**src/rtl/halt_dump_ctrl.sv**
```systemverilog
// Halt-detect and memory-dump controller: watches per-core instruction streams for a
// zero (halt) word, lets the pipeline drain, then streams dmem out over a ready/valid port.
module halt_dump_ctrl #(
    parameter int NUM_CORES       = 4,
    parameter int INST_WIDTH      = 32,
    parameter int DATA_WIDTH      = 64,
    parameter int MEM_DEPTH       = 128,
    parameter int DRAIN_CYCLES    = 8,
    parameter int WATCHDOG_CYCLES = 25000
) (
    input  logic                            clk,
    input  logic                            reset,
    input  logic                            start,
    input  logic [NUM_CORES*INST_WIDTH-1:0] inst_in,
    output logic                            mem_en,
    output logic [7:0]                      mem_addr,
    input  logic [DATA_WIDTH-1:0]           mem_data,
    output logic                            dump_valid,
    input  logic                            dump_ready,
    output logic [7:0]                      dump_addr,
    output logic [DATA_WIDTH-1:0]           dump_data,
    output logic [NUM_CORES-1:0]            halted,
    output logic                            busy,
    output logic                            done,
    output logic                            timed_out
);

    localparam int WD_W = $clog2(WATCHDOG_CYCLES + 1);

    typedef enum logic [2:0] {IDLE, RUN, DRAIN, DUMP, DONE} state_t;

    state_t                  state_reg, state_next;
    logic                    start_run;
    logic [NUM_CORES-1:0]    zero_vec;
    logic [NUM_CORES-1:0]    halted_seen;
    logic [NUM_CORES-1:0]    halted_reg;
    logic                    timed_out_reg;
    logic [WD_W-1:0]         wd_cnt_reg;
    logic [7:0]              drain_cnt_reg;
    logic [8:0]              rd_idx_reg;
    logic [7:0]              pend_addr_reg;
    logic                    rd_pend_reg;
    logic                    dump_valid_reg;
    logic [7:0]              dump_addr_reg;
    logic [DATA_WIDTH-1:0]   dump_data_reg;
    logic                    wd_expire;
    logic                    drain_last;
    logic                    handshake;
    logic                    last_hs;
    logic                    issue;

    genvar gi;
    generate
        for (gi = 0; gi < NUM_CORES; gi++) begin : g_zero
            assign zero_vec[gi] = (inst_in[gi*INST_WIDTH +: INST_WIDTH] == '0);
        end
    endgenerate

    // The halt seen this very cycle counts toward the all-halted test.
    assign halted_seen = halted_reg | zero_vec;
    assign wd_expire   = (wd_cnt_reg == WD_W'(WATCHDOG_CYCLES - 1));
    assign drain_last  = (drain_cnt_reg == 8'(DRAIN_CYCLES - 1));
    assign handshake   = dump_valid_reg && dump_ready;
    assign last_hs     = handshake && (dump_addr_reg == 8'(MEM_DEPTH - 1));

    // A read may be launched in the same cycle the held word is taken, giving one word per 2 cycles.
    assign issue = (state_reg == DUMP) && !rd_pend_reg && (rd_idx_reg < 9'(MEM_DEPTH))
                   && (!dump_valid_reg || dump_ready);

    always_ff @(posedge clk or negedge reset) begin
        if (!reset) begin
            state_reg <= IDLE;
        end else begin
            state_reg <= state_next;
        end
    end

    always_comb begin
        state_next = state_reg;
        start_run  = 1'b0;
        case (state_reg)
            IDLE, DONE: begin
                if (start) begin
                    state_next = RUN;
                    start_run  = 1'b1;
                end
            end
            RUN: begin
                if (wd_expire)          state_next = DUMP;
                else if (&halted_seen)  state_next = DRAIN;
            end
            DRAIN: begin
                if (wd_expire || drain_last) state_next = DUMP;
            end
            DUMP: begin
                if (last_hs) state_next = DONE;
            end
            default: state_next = IDLE;
        endcase
    end

    always_ff @(posedge clk or negedge reset) begin
        if (!reset) begin
            halted_reg     <= '0;
            timed_out_reg  <= 1'b0;
            wd_cnt_reg     <= '0;
            drain_cnt_reg  <= '0;
            rd_idx_reg     <= '0;
            pend_addr_reg  <= '0;
            rd_pend_reg    <= 1'b0;
            dump_valid_reg <= 1'b0;
            dump_addr_reg  <= '0;
            dump_data_reg  <= '0;
        end else if (start_run) begin
            halted_reg     <= '0;
            timed_out_reg  <= 1'b0;
            wd_cnt_reg     <= '0;
            drain_cnt_reg  <= '0;
            rd_idx_reg     <= '0;
            pend_addr_reg  <= '0;
            rd_pend_reg    <= 1'b0;
            dump_valid_reg <= 1'b0;
            dump_addr_reg  <= '0;
            dump_data_reg  <= '0;
        end else begin
            if (state_reg == RUN) begin
                halted_reg <= halted_seen;
            end
            if (state_reg == RUN || state_reg == DRAIN) begin
                wd_cnt_reg <= wd_cnt_reg + 1'b1;
                if (wd_expire) timed_out_reg <= 1'b1;
            end
            if (state_reg == DRAIN) begin
                drain_cnt_reg <= drain_cnt_reg + 1'b1;
            end
            rd_pend_reg <= issue;
            if (issue) begin
                rd_idx_reg    <= rd_idx_reg + 1'b1;
                pend_addr_reg <= rd_idx_reg[7:0];
            end
            if (rd_pend_reg) begin
                dump_valid_reg <= 1'b1;
                dump_addr_reg  <= pend_addr_reg;
                dump_data_reg  <= mem_data;
            end else if (handshake) begin
                dump_valid_reg <= 1'b0;
            end
        end
    end

    assign mem_en     = issue;
    assign mem_addr   = issue ? rd_idx_reg[7:0] : 8'd0;
    assign dump_valid = dump_valid_reg;
    assign dump_addr  = dump_addr_reg;
    assign dump_data  = dump_data_reg;
    assign halted     = halted_reg;
    assign timed_out  = timed_out_reg;
    assign busy       = (state_reg == RUN) || (state_reg == DRAIN) || (state_reg == DUMP);
    assign done       = (state_reg == DONE);

endmodule

```
**config.mk**
```make
export PLATFORM = sky130hd
export DESIGN_NAME = halt_dump_ctrl
export DESIGN_NICKNAME = d
export VERILOG_FILES = /design/src/rtl/halt_dump_ctrl.sv
export SDC_FILE = /design/constraint.sdc
export NUM_CORES = 1
export LEC_CHECK = 0
export CAP_MARGIN = 20
export CORE_AREA = 2 2 112 114
export DETAILED_ROUTE_END_ITERATION = 10
export DIE_AREA = 0 0 114 116
export DONT_BUFFER_PORTS = 1
export GPL_ROUTABILITY_DRIVEN = 0
export PLACE_DENSITY_LB_ADDON = 0.3
export REMOVE_ABC_BUFFERS = 1
export SLEW_MARGIN = 20
export SYNTH_ARGS = -nofsm -noshare
export SYNTH_HDL_FRONTEND = slang
export SYNTH_SLANG_ARGS = --single-unit
```
**constraint.sdc**
```tcl
create_clock -name clk -period 1.7 [get_ports clk]
set_input_delay 0.255 -clock clk [delete_from_list [all_inputs] [get_ports clk]]
set_output_delay 0.255 -clock clk [all_outputs]
set_load 0.1 [all_outputs]
```
==> impl_metrics.toml <==
[global_routing]
met3_usage = 0.0727
busiest_layer = "met2"
grt_pass1_wl_mm = 22.9
met2_usage = 0.349
grt_max_degree = 123
grt_pass1_vias = 4530
grt_usage = 0.224
antenna_found_initial = 0
overflow = 0
met1_usage = 0.293

[cts]
clock_path_buffers = 2
cts_max_level = 4
numCtsBuffers = 17
cts_sinks = 122
path_clk_slew_ns = 0.06
clockRootBuffer = "clkbuf_16"
cts_tree = "built"
clkLatencyLatePin_ns = 0.42

[worst_setup_path]
rr_startpoint = "rd_idx_reg[8]$_DFFE_PN0P_"
path_depth = 5
crit_path_cell_trace = "or2_4 -> a2111oi_4 -> buf_4 -> and2_4 -> buf_12"
critPathBufInv = 2
endpoint = "mem_addr[6]"
cp_slowest_cell = "dfrtp_1"
path_delay_family = "simple AND/OR/NAND/NOR gates"
reg2reg_slack_ns = -0.18
crit_arrival_ns = 1.86
cp-startpoint = "rd_idx_reg[8]$_DFFE_PN0P_"
worst-setup-path-type = "reg2out"
endpoint_kind = "output port"
crit_fanout = 4
reg2reg_depth = 9
cp.required_ns = 1.44
r2r_end = "rd_idx_reg[6]$_DFFE_PN0P_"
setup.worst_path.start_class = "flip-flop"
cp_slowest_stage_delay_ns = 0.37

[detailed_routing]
wl_per_cell_um = 18.3
drcViolationCount = 0
drt-pass1-iter-count = 4
num_vias = 4564
dr.first_iter.drc_count = 292
finalWirelength_mm = 14.8
routed_via_density = 5.62
ant_nets = 0

[timing]
period_minus_slack_ns = 2.11
hold_ws_ns = -0.466
maxSlewHeadroom = 0.630
skew_ns = 0.00775
hold_violations = 122
post-route-worst-setup-slack_ns = -0.411
grt_setup_unrepaired = "true"
final_max_slew_viol_count = 0
max_freq_mhz = 474
tightest_slew_ns = 0.554
fin_setup_tns_ns = -3.96
final.period_utilization = 1.24
finalSetupViolations = 17

[finish]
fillers = 938
largest_reg_flops = 64
nets = 851
final_common_cell = "dfrtp_1"
fin_util = 0.637
drive_above_1_share = 0.287
diodes = 0
final_cell_mix = "119 x dfrtp_1, 112 x nor2_1, 102 x buf_4, 72 x mux2i_1, 32 x nor4_1"
fin_area_um2 = 7580
area_growth_pct = 35.8

[synth]
synthesis.area_um2 = 5590
synth_seq_cells = 122
synthFlopType = "dfrtp_1"
ys_types = 44
synth_edf_count = 0
synth_area_per_cell_um2 = 10.7
syn_inst = 521
synth.yosys.warnings = 0
yosysSeqAreaShare = 0.546
synth-async-reset-ratio = 1.00

[floorplanning]
die_area_um2 = 13200
coreArea_um2 = 11900
die_y_um = 116
fp-row-count = 40
fp.dieW_um = 114
io_pins = 285
initial_utilization = 0.469

[run_status]
violations = "negative hold slack, negative setup slack"
outcome = "finished, violations left"

[placement]
io_buffers = 0
placed_area_um2 = 6660
dp_hpwl_mm = 10.4

[pwr]
vdd_drop_max_mv = 1.25
power.density_nw_per_um2 = 2400
power_leakage_nw = 3.57

[job]
max-cap-violations = 0

[hold_path]
min_path_type = "in2async"
==> area by class of cell <==
type                            instances  area (um^2)  area share
Tap cell                              147          184      0.0242
Timing Repair Buffer                  138         1270       0.168
Clock inverter                         13          120      0.0158
Inverter                                4         15.0     0.00198
Clock buffer                           19          453      0.0597
Multi-Input combinational cell        369         2480       0.327
Sequential cell                       122         3060       0.403
==> timing repair <==
item	in CTS	in global routing
hold endpoints to repair	138	123
gates cloned	1	0
pin swaps	9	10
setup endpoints to repair	27	33
setup buffers	6	1
hold buffers	16	1
resized for setup	27	13
==> worst min path at each step <==
stage	from	end	slack, ns	depth (start not counted)
6_report	reset	rd_idx_reg[1]$_DFFE_PN0P_	-0.47	0
5_1_grt	reset	rd_idx_reg[1]$_DFFE_PN0P_	-0.49	0
4_1_cts	reset	rd_idx_reg[1]$_DFFE_PN0P_	-0.48	0
3_5_place_dp	reset	rd_idx_reg[0]$_DFFE_PN0P_	-0.04	0
3_3_place_gp	reset	rd_idx_reg[0]$_DFFE_PN0P_	-0.04	0
2_1_floorplan	reset	drain_cnt_reg[0]$_DFFE_PN0P_	-0.04	0
==> metrics by stage <==
| stage | power [mW] | cells | setup WS (ns) |
|---|---|---|---|
| final | 18.2 | 812 | -0.411 |
| after global routing | 19.0 | 812 | -0.499 |
| after CTS | 18.2 | 811 | -0.436 |
| after detailed placement | 14.4 | 756 | -0.137 |
| after global placement | 14.2 | 756 | -0.105 |
| after floorplan | 12.0 | 495 | -3.05 |
==> worst register-to-register path: cells and delay by family (launching register included) <==
family          cells  cell delay [ns]
simple gates        3             0.46
buf+inv             4             0.52
xor+xnor            1             0.17
flops               1             0.37
compound gates      1             0.26
==> metal layers <==
layer	vias up	wire [um]
met5	-	0
met4	0	347
met3	31	1250
met2	205	7000
met1	2224	6240
li1	2104	-
==> power breakdown <==
part / switching, mW / total (mW) / internal [mW]
combinational: 7.66 / 10.4 / 2.74
sequential: 0.543 / 4.36 / 3.81
clock: 1.32 / 3.41 / 2.09
total: 9.53 / 18.2 / 8.65
==> cells by family (layout without fill, tap and decap cells) <==
kind of cell	Yosys count	count (layout)	synth area share
xor gates and xnor gates	26	26	0.0408
other	1	1	0.000671
DFF	122	122	0.546
adders and majority gates	3	3	0.00672
AOI/OAI and AO/OA	35	35	0.0435
and+or+nand+nor	232	232	0.207
muxes	72	72	0.129
buffers and inverters	30	174	0.0260
==> cells in the mapped netlist, types with 2 or more instances <==
cell type,instances,share of area
o21bai_1,3,0.0040
nor4_1,33,0.037
xnor2_1,8,0.013
a21oi_1,12,0.011
nor4_4,2,0.0076
or4_1,2,0.0027
and2_1,10,0.011
ha_1,3,0.0067
buf_4,4,0.0054
nand2_1,23,0.015
buf_2,8,0.0072
buf_1,3,0.0020
clkbuf_1,10,0.0067
dfrtp_1,122,0.55
mux2i_1,72,0.13
xor2_1,18,0.028
nor3b_1,2,0.0027
nand3_1,4,0.0036
or3_1,2,0.0022
nor3_1,5,0.0045
a21o_1,7,0.0094
inv_1,4,0.0027
a31oi_1,2,0.0022
and3_1,8,0.0090
nand4_1,18,0.020
nor2_1,114,0.077
o21ai_0,5,0.0045
Power figures use the tool's default switching activity.
